--- src/rtl/reg_wb_arbiter.sv ---
// reg_wb_arbiter
//   Two-port writeback arbiter in front of a single register-file write port.
//   Port 0 is the pipeline writeback path and port 1 is the load/multicycle unit.
//   At most one port is accepted per cycle. The accepted write reaches the
//   register file one cycle later, through registered outputs.
//
//   Conflict policy (two requests in a non-stalled cycle):
//     default build             : port 0 wins. Port 1 is forced to win once it
//                                 has lost STARVE_MAX consecutive times.
//     WB_ARB_ROUND_ROBIN_EN set : the port that lost the most recent conflict
//                                 wins. Port 0 is favoured first after reset.
//
// Ports
//   clk_i, rst_i                 clock; asynchronous active-low reset
//   pN_valid_i/addr_i/data_i     request from port N (N = 0, 1)
//   pN_ready_o                   port N accepted this cycle (combinational)
//   stall_i                      register-file write port unavailable this cycle
//   RegWrite_o/RDaddr_o/RDdata_o registered register-file write
//   grant_o                      one-hot port accepted in the previous cycle
//   conflict_cnt_o               saturating count of non-stalled conflict cycles
module reg_wb_arbiter #(
  parameter int DATA_W     = 32,
  parameter int ADDR_W     = 5,
  parameter int STARVE_MAX = 4
) (
  input  logic              clk_i,
  input  logic              rst_i,
  input  logic              p0_valid_i,
  input  logic [ADDR_W-1:0] p0_addr_i,
  input  logic [DATA_W-1:0] p0_data_i,
  output logic              p0_ready_o,
  input  logic              p1_valid_i,
  input  logic [ADDR_W-1:0] p1_addr_i,
  input  logic [DATA_W-1:0] p1_data_i,
  output logic              p1_ready_o,
  input  logic              stall_i,
  output logic              RegWrite_o,
  output logic [ADDR_W-1:0] RDaddr_o,
  output logic [DATA_W-1:0] RDdata_o,
  output logic [1:0]        grant_o,
  output logic [15:0]       conflict_cnt_o
);

  function automatic logic [15:0] sat_inc16(input logic [15:0] v);
    return (v == 16'hFFFF) ? v : v + 16'd1;
  endfunction

  logic              conflict_p0;
  logic              p1_wins_p0;
  logic              xfer0_p0;
  logic              xfer1_p0;
  logic              vld_p0;
  logic [ADDR_W-1:0] addr_p0;
  logic [DATA_W-1:0] data_p0;

  logic              vld_p1;
  logic [ADDR_W-1:0] addr_p1;
  logic [DATA_W-1:0] data_p1;
  logic [1:0]        grant_p1;
  logic [15:0]       conflict_cnt;

  // Stage 0: arbitration and handshake
  assign conflict_p0 = p0_valid_i & p1_valid_i & ~stall_i;

`ifdef WB_ARB_ROUND_ROBIN_EN
  // Set when port 1 lost the most recent conflict, so it wins the next one.
  logic rr_favor1;

  assign p1_wins_p0 = conflict_p0 & rr_favor1;

  always_ff @(posedge clk_i or negedge rst_i) begin
    if (!rst_i) begin
      rr_favor1 <= 1'b0;
    end else if (conflict_p0) begin
      rr_favor1 <= ~p1_wins_p0;
    end
  end
`else
  localparam logic [3:0] STARVE_LIM = 4'(STARVE_MAX);
  logic [3:0] starve_cnt;

  assign p1_wins_p0 = conflict_p0 & (starve_cnt == STARVE_LIM);

  // Port 1 can only lose through a conflict. It wins once the count reaches
  // the limit, so the count never goes past STARVE_LIM. A stall cycle is
  // neither a win nor a loss, so it leaves the count unchanged.
  always_ff @(posedge clk_i or negedge rst_i) begin
    if (!rst_i) begin
      starve_cnt <= 4'd0;
    end else if (xfer1_p0) begin
      starve_cnt <= 4'd0;
    end else if (p1_valid_i && !stall_i) begin
      starve_cnt <= starve_cnt + 4'd1;
    end
  end
`endif

  assign xfer0_p0 = p0_valid_i & ~stall_i & ~p1_wins_p0;
  assign xfer1_p0 = p1_valid_i & ~stall_i & (~p0_valid_i | p1_wins_p0);

  assign p0_ready_o = xfer0_p0;
  assign p1_ready_o = xfer1_p0;

  assign vld_p0  = xfer0_p0 | xfer1_p0;
  assign addr_p0 = xfer1_p0 ? p1_addr_i : p0_addr_i;
  assign data_p0 = xfer1_p0 ? p1_data_i : p0_data_i;

  // Stage 1: registered register-file write
  // The asynchronous reset also clears a write that is already in flight.
  always_ff @(posedge clk_i or negedge rst_i) begin
    if (!rst_i) begin
      vld_p1       <= 1'b0;
      addr_p1      <= '0;
      data_p1      <= '0;
      grant_p1     <= 2'b00;
      conflict_cnt <= 16'd0;
    end else begin
      // A write to address 0 completes the handshake but does not write.
      vld_p1   <= vld_p0 & (addr_p0 != '0);
      grant_p1 <= {xfer1_p0, xfer0_p0};
      if (vld_p0) begin
        addr_p1 <= addr_p0;
        data_p1 <= data_p0;
      end
      if (conflict_p0) begin
        conflict_cnt <= sat_inc16(conflict_cnt);
      end
    end
  end

  assign RegWrite_o     = vld_p1;
  assign RDaddr_o       = addr_p1;
  assign RDdata_o       = data_p1;
  assign grant_o        = grant_p1;
  assign conflict_cnt_o = conflict_cnt;

endmodule

--- config.mk ---
export PLATFORM = sky130hd
export DESIGN_NAME = reg_wb_arbiter
export DESIGN_NICKNAME = d
export VERILOG_FILES = /design/src/rtl/reg_wb_arbiter.sv
export SDC_FILE = /design/constraint.sdc
export NUM_CORES = 1
export LEC_CHECK = 0
export CORE_MARGIN = 2
export CORE_UTILIZATION = 41
export CTS_BUF_LIST = sky130_fd_sc_hd__clkbuf_4 sky130_fd_sc_hd__clkbuf_8 sky130_fd_sc_hd__clkbuf_16
export CTS_CLUSTER_SIZE = 40
export DETAILED_ROUTE_END_ITERATION = 8
export PLACE_DENSITY = 0.84
export SYNTH_ARGS = -nofsm -noshare
export SYNTH_HDL_FRONTEND = slang
export SYNTH_SLANG_ARGS = --single-unit
--- constraint.sdc ---
create_clock -name clk_i -period 2.96 [get_ports clk_i]
set_input_delay 0.888 -clock clk_i [delete_from_list [all_inputs] [get_ports clk_i]]
set_output_delay 0.888 -clock clk_i [all_outputs]
set_load 0.005 [all_outputs]
-- Word level (Yosys, flattened, before mapping)
Cells that the tools add are included.
- bits in registers: 60
- output and inout bits: 58
- input port bits: 79
- eq/ne operators: 2
- add/sub/neg operators: 2
- mux-type cells: 4
- bitwise operators: 14
- reduce and logical (&&, ||, !) cells: 5
- operators with widths (kind ; number):
    $mux W32 ; 1
    $add A16 B1 Y16 const B ; 1
    $eq A16 B16 Y1 const B ; 1
    $and A1 B1 Y1 ; 8
    $mux W4 ; 2
    $mux W5 ; 1
    $reduce_bool A5 Y1 ; 1
    $add A4 B1 Y4 const B ; 1
    $eq A4 B3 Y1 const B ; 1
    $not A1 Y1 ; 4
    $or A1 B1 Y1 ; 2
    $reduce_and A2 Y1 ; 1
    $reduce_bool A2 Y1 ; 1
    $logic_and A1 B1 Y1 ; 1
    $logic_not A1 Y1 ; 1

-- Longest topological paths before layout
Gate-level depths: netlist of the first run.
- depth after elaboration: 8
- gate-level depth with buffers: 9
- gate-level depth less buffers: 6

-- Worst setup path before layout of the first run
OpenSTA, ideal clock, no wires.
- kind: input to output
- start point: input p1_valid_i
- end point: output p1_ready_o
- data arrival time: 1752 ps
- buffers on the path: 2
- path slack: 320 ps
- cell stages on the path: 5
- cells stage by stage: nor2b_1 o21ai_1 buf_2 buf_1 inv_1
- word-level cells in the longest chain between the ends: 5
- elaborated cells between the ends (all ways): 6
- those cells by class: bitwise: 6
- ends and longest elaborated chain (what ; RTL line ; source):
    start, declared ; 32 ; input logic p1_valid_i,
    $and A1 B1 Y1 (2 in a row) ; 63 ; assign conflict_p0 = p0_valid_i & p1_valid_i & ~stall_i;
    $and A1 B1 Y1 ; 82 ; assign p1_wins_p0 = conflict_p0 & (starve_cnt == STARVE_LIM);
    $or A1 B1 Y1 ; 99 ; assign xfer1_p0 = p1_valid_i & ~stall_i & (~p0_valid_i | p1_wins_p0);
    $and A1 B1 Y1 * ; 99 ;
    end, declared ; 35 ; output logic p1_ready_o,
Mark *: on every way between the ends. The rest lies on a longest branch, timed or not.

-- Final worst setup path of the first run
- start point: input p0_valid_i
- end point: output p0_ready_o
- word-level cells in the longest chain between the ends: 5
- elaborated cells between the ends (all ways): 6
- those cells by class: bitwise: 6
- ends and longest elaborated chain (what ; RTL line ; source):
    start, declared ; 28 ; input logic p0_valid_i,
    $and A1 B1 Y1 (2 in a row) ; 63 ;
    $and A1 B1 Y1 ; 82 ;
    $not A1 Y1 ; 98 ; assign xfer0_p0 = p0_valid_i & ~stall_i & ~p1_wins_p0;
    $and A1 B1 Y1 * ; 98 ;
    end, declared ; 31 ; output logic p0_ready_o,
Marks and branches as above.

==> impl_metrics.tcl, run 1 <==
set metrics [dict create \
    cts_hold_repair.buffers 0 \
    period_share 0.962 \
    fp.dieH_um 86.7 \
    fin_setup_tns_ns 0 \
    cpMaxStageDelayCell "clkdlybuf4s50_1" \
    viasPerCell 5.22 \
    maxCapViolCount 0 \
    leakage_nw 2.12 \
    finalClockSkew_ns 0.00756 \
    place_ws_ns -0.371 \
    layout_setup_ws_ns 0.111 \
    worst_slew_pin_slew_ns 0.694 \
    pwr-share-clk 0.350 \
    grt.total_usage 0.217 \
    worst-path-buf-inv 4 \
    p_per_area_mw_per_mm2 591 \
    synth-edff-count 0 \
    stdcell_area_mm2 0.00453 \
    crit_fanout 2 \
    cts_sinks 60 \
    post-cts-setup-buffers 0 \
    antenna_found_initial 0 \
    rows 30 \
    core_area_mm2 0.00672 \
    r2r_end "RDaddr_o[0]" \
    ir_drop_mv 0.322 \
    synth.cell_area_mm2 0.00280 \
    synth_cells 265 \
    yosysSeqAreaShare 0.535 \
    final_cell_count_no_fill 492 \
    yosys_register_bits 60 \
    cp_common_cell "inv_1" \
    min_period_ns 2.85 \
    drt-wirelength-per-cell_um 16.3 \
    place_area_mm2 0.00428 \
    combPwrFrac 0.251 \
    yosys.area.top_type_share 0.535 \
    grt_pass1_vias 2525 \
    drc 0 \
    p_sw_mw 0.667 \
    design.portCount 137 \
    fin_nets 489 \
    critPathRequiredTime_ns 2.07 \
    critical_path.cell_chain "clkdlybuf4s50_1 > inv_1 > a211o_2 > inv_1 > clkbuf_2" \
    ys_async_sr_fraction 1.00 \
    grt_max_degree 76 \
    cts_root_buffer "clkbuf_8" \
    cts_buffers 9 \
    initial_utilization 0.417 \
    relSlewSlack 0.537 \
    drtIter0Drc 92 \
    status "completed" \
    yosysTopAreaCell "dfrtp_1" \
    ff2ff_path_depth 7 \
    syn2layout_area_growth_pct 61.6 \
    setup_violations 0 \
    slew_violations 0 \
    overflow 0 \
    synth_area_per_cell_um2 10.6 \
    pwr-share-seq 0.399 \
    drtPass1Iterations 4 \
    die_w_um 86.7 \
    htreeDepth 3 \
    p_sw_frac 0.249 \
    holdWs_ns 0.425 \
    critPathTopFamily "buffers and inverters" \
    clkLatencyLatePin_ns 0.33 \
    synth_area_leaders "dfrtp_1 (54%), mux2i_1 (13%), a21oi_1 (6.6%)" \
    vias 2566 \
    worstHoldPathType "in -> async" \
    critical_path_class "in -> out" \
    max_stage_delay_ns 0.47 \
    cp-start-kind "input port" \
    grt_setup_unrepaired "false" \
    dp_hpwl_um 5920 \
    synth_nets 347 \
    fin_util 0.674 \
    dp.cells 476 \
    hold_viol 0 \
    yosys_warnings 0 \
    place_congestion 0.845 \
    crit_path_end_kind "output pin" \
    dieArea_mm2 0.00752 \
    layout-drive-gt1-share 0.0801 \
    path_clk_slew_ns 0.07 \
    grt_pass1_wl_um 12400 \
    fin_total_pwr_mw 2.68 \
    clockBufferDepth 2 \
    timing.rr.start "starve_cnt[0]" \
    cts_resized 6 \
    p_int_mw 2.01 \
    drtAntennaViolNets 0 \
    rrSetupSlack_ns 0.78 \
    diodes 0 \
    io_buffers 136 \
    ys_types 34 \
    totalWireLength_um 8020 \
    arrival_ns 1.96 \
    synth_ff_type "dfrtp_1" \
    fmax_ghz 0.351 \
    cts_tree "built" \
]
## cells in the final DEF, fill, tap and decap left out, types with 2 or more instances in the layout
cell type,n
clkdlybuf4s50_1,133
dfrtp_1,60
nor2_1,40
mux2i_1,37
a21oi_1,37
xor2_1,11
clkbuf_8,11
nand4_1,8
buf_4,8
nor4_1,6
nand2_1,6
inv_1,5
nor3_1,5
xnor2_1,4
and3_1,3
o21ai_0,3
ha_1,3
bufinv_16,3
and3b_1,2
or4_1,2
o22ai_1,2
nand3_1,2
nand2b_1,2
nor4b_1,2
a21o_1,2
clkbuf_2,2
## cell type report
class	count	area, um^2
Clock buffer	12	159
Inverter	5	18.8
Multi-Input combinational cell	186	1230
Timing Repair Buffer	145	1430
Tap cell	80	100
Clock inverter	4	95.1
Fill cell	548	2190
Sequential cell	60	1500
## Yosys cell counts (all sizes together), types with 3 or more instances
cell / number
clkbuf: 4
inv: 5
mux2i: 37
ha: 3
and3: 3
o21ai: 4
nor4: 6
xnor2: 4
buf: 10
xor2: 11
nor3: 5
nand4: 8
dfrtp: 60
a21oi: 37
nand2: 6
nor2: 40
## metal layers
metal / part of all wire / GRT usage
met1: 0.42 / 0.263
met2: 0.49 / 0.362
met3: 0.071 / 0.0562
met4: 0.022 / 0.0966
met5: 0 / 0
## state kept, by name, indices dropped and copies added (netlist names)
signal and cells:
RDdata_o 32, RDaddr_o 5, starve_cnt 4, conflict_cnt_o 16, RegWrite_o 1, grant_o 2
## power by group through the flow
stage / combinational, mW / sequential [mW] / clock, mW
final: 0.673 / 1.07 / 0.937
after global routing: 0.737 / 1.08 / 0.987
after CTS: 0.684 / 1.07 / 0.946
after detailed placement: 0.678 / 1.08 / 0
after global placement: 0.657 / 1.07 / 0
after floorplan: 0.213 / 1.08 / 0
## cell families after synthesis
group | synth area share
buffers and inverters | 0.0326
adder cells (fa/ha/maj) | 0.0134
XOR/XNOR | 0.0469
AND/OR/NAND/NOR | 0.149
flip-flops | 0.535
AO/OA/AOI/OAI | 0.0861
multiplexers | 0.136
## how the worst max path moves through the flow
| stage | from | endpoint | slack, ns | cells past startpoint |
|---|---|---|---|---|
| 2_1_floorplan | p1_valid_i | p1_ready_o | 0.32 | 5 |
| 3_3_place_gp | p1_valid_i | p1_ready_o | -0.30 | 5 |
| 3_5_place_dp | p1_valid_i | p1_ready_o | -0.37 | 5 |
| 4_1_cts | p0_valid_i | p0_ready_o | 0.003 | 5 |
| 5_1_grt | p0_valid_i | p0_ready_o | 0.07 | 5 |
| 6_report | p0_valid_i | p0_ready_o | 0.11 | 5 |
Power figures use the tool's default switching activity.
==> run 2: changes to the inputs <==
CAP_MARGIN = 10   (was unset)
==> results of run 2 <==
Final layout, timing and power as in run 1 (identical DEF).
